<file path="src/rtl/cdb_arbiter.sv">
// Round-robin common-data-bus arbiter: grants one tagged result per cycle and
// registers it for broadcast. Define CDB_STATS_EN to add grant/conflict counters.
module cdb_arbiter #(
    parameter int unsigned N_REQ   = 4,
    parameter int unsigned DATA_W  = 32,
    parameter int unsigned LABEL_W = 4,
    parameter int unsigned CNT_W   = 16
) (
    input  logic                     clk,
    input  logic                     nRST,
    input  logic [N_REQ-1:0]         require,
    input  logic [N_REQ*DATA_W-1:0]  dataIn,
    input  logic [N_REQ*LABEL_W-1:0] labelIn,
    input  logic                     hold,
    output logic [N_REQ-1:0]         requireAC,
    output logic                     BCEN,
    output logic [LABEL_W-1:0]       BClabel,
    output logic [DATA_W-1:0]        BCdata,
    output logic                     protoErr
`ifdef CDB_STATS_EN
    ,
    output logic [N_REQ*CNT_W-1:0]   grantCount,
    output logic [CNT_W-1:0]         conflictCnt
`endif
);

    localparam int unsigned PTR_W = (N_REQ > 1) ? $clog2(N_REQ) : 1;

    logic [N_REQ-1:0]   label_zero;
    logic [N_REQ-1:0]   eligible;
    logic [N_REQ-1:0]   grant;
    logic [PTR_W-1:0]   grant_idx;
    logic               grant_vld;
    logic [PTR_W-1:0]   idx;

    logic               bcen_q, bcen_d;
    logic [LABEL_W-1:0] bc_label_q, bc_label_d;
    logic [DATA_W-1:0]  bc_data_q, bc_data_d;
    logic [PTR_W-1:0]   ptr_q, ptr_d;
    logic               proto_err_q, proto_err_d;

    always_comb begin
        for (int unsigned i = 0; i < N_REQ; i++) begin
            label_zero[i] = (labelIn[i*LABEL_W +: LABEL_W] == '0);
        end
        eligible = require & ~label_zero & {N_REQ{~hold}};
    end

    // First eligible requester found walking upward from ptr, wrapping.
    always_comb begin
        grant     = '0;
        grant_idx = '0;
        grant_vld = 1'b0;
        idx       = '0;
        for (int unsigned k = 0; k < N_REQ; k++) begin
            idx = PTR_W'((32'(ptr_q) + k) % N_REQ);
            if (!grant_vld && eligible[idx]) begin
                grant_vld = 1'b1;
                grant_idx = idx;
            end
        end
        if (grant_vld) begin
            grant[grant_idx] = 1'b1;
        end
    end

    assign requireAC = nRST ? grant : '0;

    always_comb begin
        bcen_d      = grant_vld;
        bc_label_d  = bc_label_q;
        bc_data_d   = bc_data_q;
        ptr_d       = ptr_q;
        proto_err_d = proto_err_q | (|(require & label_zero));
        if (grant_vld) begin
            bc_label_d = labelIn[32'(grant_idx)*LABEL_W +: LABEL_W];
            bc_data_d  = dataIn[32'(grant_idx)*DATA_W +: DATA_W];
            ptr_d      = (grant_idx == PTR_W'(N_REQ - 1)) ? '0 : grant_idx + 1'b1;
        end
    end

    always_ff @(posedge clk or negedge nRST) begin
        if (!nRST) begin
            bcen_q      <= 1'b0;
            bc_label_q  <= '0;
            bc_data_q   <= '0;
            ptr_q       <= '0;
            proto_err_q <= 1'b0;
        end else begin
            bcen_q      <= bcen_d;
            bc_label_q  <= bc_label_d;
            bc_data_q   <= bc_data_d;
            ptr_q       <= ptr_d;
            proto_err_q <= proto_err_d;
        end
    end

    assign BCEN     = bcen_q;
    assign BClabel  = bc_label_q;
    assign BCdata   = bc_data_q;
    assign protoErr = proto_err_q;

`ifdef CDB_STATS_EN
    logic [N_REQ-1:0][CNT_W-1:0] grant_cnt_q, grant_cnt_d;
    logic [CNT_W-1:0]            conflict_cnt_q, conflict_cnt_d;
    int unsigned                 elig_cnt;

    always_comb begin
        elig_cnt = 0;
        for (int unsigned i = 0; i < N_REQ; i++) begin
            elig_cnt = elig_cnt + 32'(eligible[i]);
        end
        grant_cnt_d    = grant_cnt_q;
        conflict_cnt_d = conflict_cnt_q;
        if (grant_vld && (grant_cnt_q[grant_idx] != '1)) begin
            grant_cnt_d[grant_idx] = grant_cnt_q[grant_idx] + 1'b1;
        end
        if ((elig_cnt >= 2) && (conflict_cnt_q != '1)) begin
            conflict_cnt_d = conflict_cnt_q + 1'b1;
        end
    end

    always_ff @(posedge clk or negedge nRST) begin
        if (!nRST) begin
            grant_cnt_q    <= '0;
            conflict_cnt_q <= '0;
        end else begin
            grant_cnt_q    <= grant_cnt_d;
            conflict_cnt_q <= conflict_cnt_d;
        end
    end

    assign grantCount  = grant_cnt_q;
    assign conflictCnt = conflict_cnt_q;
`endif

endmodule

</file>
<file path="config.mk">
export PLATFORM = sky130hd
export DESIGN_NAME = cdb_arbiter
export DESIGN_NICKNAME = d
export VERILOG_FILES = /design/src/rtl/cdb_arbiter.sv
export SDC_FILE = /design/constraint.sdc
export NUM_CORES = 1
export LEC_CHECK = 0
export BUFFER_PORTS_ARGS = -buffer_cell sky130_fd_sc_hd__buf_2
export CORE_UTILIZATION = 43
export DETAILED_ROUTE_END_ITERATION = 16
export PLACE_DENSITY_LB_ADDON = 0.12
export SLEW_MARGIN = 10
export SYNTH_ARGS = -nofsm -noshare
export SYNTH_HDL_FRONTEND = slang
export SYNTH_SLANG_ARGS = --single-unit
export TNS_END_PERCENT = 20
</file>
<file path="constraint.sdc">
create_clock -name clk -period 7 [get_ports clk]
set_input_delay 1.05 -clock clk [delete_from_list [all_inputs] [get_ports clk]]
set_output_delay 1.05 -clock clk [all_outputs]
set_load 0.02 [all_outputs]
</file>
==> reports/results.ini <==
[setup_path]
path_class=primary input to output port
cp_max_fo=20
cp_data_arrival_time_ns=3.80
rr_startpoint=ptr_q[0]$_DFFE_PN0N_
r2r_end=BCdata[15]$_DFFE_PN0N_
critical_path_required_ns=5.95
r2r_cells=6
end_kind=output port
rrSetupSlack_ns=3.85
cp-start-kind=primary input

[yosys]
syn_nets=407
synth.distinct_cells=31
synthCells=252
ys_seq_area_frac=0.3702
netlist_area_um2=2704
synth-seq-cells=40
syn_avg_cell_area_um2=10.73
yosysWarnings=0

[global_route]
grt_max_degree=45
grt_pass1_wl_um=11300
antenna_found_initial=0
globalRouteOverflowTotal=0
grt_pass1_vias=2437
grt.total_usage=0.2243

[sta]
slew_viol_final=0
finalHoldViolCount=0
max_freq_ghz=0.2063
skew_ns=0.005531
period_share=0.6925
period_needed_ns=4.847
setup_tns_ns=0
tightest_slew_ns=0.9380
maxSlewHeadroom=0.3747
setup_viol=0
rsz0062_at_grt=no
setup_ws_ns=2.153

[job]
max-cap-violations=0

[min_path]
min_to=protoErr$_DFF_PN0_
hp-class=register to register
worstHoldPathCells=2
min_from=protoErr$_DFF_PN0_

[floorplan]
core_um2=5991
start_util=0.4513
chipHeight_um=81.30
pin_count=193
die_area_um2=6609
die_w_um=81.30
num_rows=28

[drt]
drt_first_pass_iters=4
num_vias=2733
wl_per_cell_um=15.11
postRouteAntennaNets=0
wl_um=7692
drt_iter0_markers=72
drc_errors=0
viasPerCell=5.369

[clock_tree]
cts_resized=0
cts.sink_count=40
cts_max_level=2
postCtsSetupRepairBufs=0
cts_tree=yes
cts-root-buf=clkbuf_8
cts_hold_repair.buffers=0
clk_path_buf_depth=2
clk_pin_slew_ns=0.08
clk_latency_ns=0.29
cts_buffers=5

[power_and_ir_drop]
p_seq_frac=0.334
pwr-share-comb=0.483
power_density_nw_per_um2=279.2
vdd_drop_max_mv=0.1305
internal-power_uw=620.5
p_sw_frac=0.4043
clock_power_share=0.183
total_switching_power_uw=421.0
power.leakage_nw=2.098
p_total_mw=1.041

[placed_design]
dp_slack_ns=2.178
port_buffers=192
gp_congestion=0.8514
dp_cells=501
dpl.hpwl_um=5952

[finish]
area_growth_pct=37.95
layout_commonest_cell=buf_2
fin_util=0.6226
fin_nets=588
mostFrequentLayoutCells=192 x buf_2, 72 x mux2i_1, 40 x dfrtp_1
drive_above_1_share=0.4885
antenna_cells=0
fin_cells=509
num-fill-cells=540

[outcome]
status=finished, final reports clean

## worst max-delay path, stage by stage
cell	delay, ns
buf_2	0.10
nor4_1	0.56
or3_1	0.25
o21bai_1	0.08
a21oi_1	0.14
o22a_1	0.73
buf_4	0.39
ha_1	0.18
and3_1	0.14
buf_2	0.16
## per-stage QoR
stage          cell area (um2)  hold WS (ns)
2_1_floorplan             2704        0.5297
3_3_place_gp              3615        0.5158
3_5_place_dp              3615        0.4865
4_1_cts                   3730        0.5129
5_1_grt                   3730        0.5455
6_report                  3730        0.5182
## worst max-delay path by stage
stage	slack [ns]	from	to
2_1_floorplan	2.82	labelIn[4]	requireAC[1]
4_1_cts	2.16	labelIn[3]	requireAC[2]
6_report	2.15	labelIn[3]	requireAC[2]
3_3_place_gp	2.23	labelIn[3]	requireAC[2]
3_5_place_dp	2.18	labelIn[3]	requireAC[2]
5_1_grt	1.88	labelIn[3]	requireAC[2]
## cells in the mapped netlist
library cell | instances | area [um2]
mux2i_1 | 72 | 720.7
dfrtp_1 | 40 | 1001
nor2_1 | 38 | 142.6
a221oi_1 | 30 | 262.8
clkbuf_1 | 12 | 45.04
a221oi_2 | 6 | 90.09
and3_1 | 4 | 25.02
buf_12 | 4 | 80.08
ha_1 | 4 | 50.05
inv_1 | 4 | 15.01
nor4_1 | 4 | 25.02
a21oi_1 | 3 | 15.01
buf_6 | 3 | 33.78
or4_1 | 3 | 22.52
a2111o_1 | 2 | 22.52
buf_4 | 2 | 15.01
nand2_1 | 2 | 7.510
nand3_1 | 2 | 10.01
nor3b_1 | 2 | 15.01
o21ai_0 | 2 | 10.01
o21bai_1 | 2 | 15.01
or3_1 | 2 | 12.51
a21o_1 | 1 | 7.510
a22oi_1 | 1 | 7.510
a32oi_1 | 1 | 8.760
inv_2 | 1 | 3.750
nor2b_1 | 1 | 6.260
o21a_1 | 1 | 7.510
o22a_1 | 1 | 8.760
o41a_1 | 1 | 11.26
or2_1 | 1 | 6.260
## power by group through the flow
stage                     clock network (mW)  logic (mW)  registers, mW
final                                  0.190       0.503          0.348
after global routing                   0.207       0.546          0.357
after CTS                              0.195       0.511          0.348
after detailed placement                   0       0.510          0.351
after global placement                     0       0.502          0.349
after floorplan                            0       0.284          0.430
## final cells by class
class                   count  area (um2)  area share
flip-flops and latches     40        1001      0.2684
repair buffers            195       983.4      0.2637
well taps                  75       93.84     0.02516
clock buffers               5       68.82     0.01845
clock inverters             3       46.29     0.01241
inverters                   5       18.77    0.005032
multi-input cells         186        1518      0.4069
## flip-flops by register name, summed over array words and instances, names as in the netlist
register,cells
BCEN,1
BCdata,32
BClabel,4
protoErr,1
ptr_q,2
## logic make-up (layout without fill, tap and decap cells)
kind of cell    count (synthesis)  in the layout  synth area share
flops                          40             40            0.3702
buf+inv                        26            208           0.07126
compound gates                 51             51            0.1726
fa+ha+maj                       4              4           0.01851
mux                            72             72            0.2665
simple gates                   59             59            0.1009
## per-layer routing
metal | track usage | routed length (um) | up-vias
met5 | 0 | 0 | -
met4 | 0.05357 | 56 | 0
met3 | 0.06067 | 660 | 5
met2 | 0.3933 | 3841 | 127
met1 | 0.2704 | 3134 | 1268
li1 | - | - | 1333
Note: power is estimated with default switching activity, not from simulation.
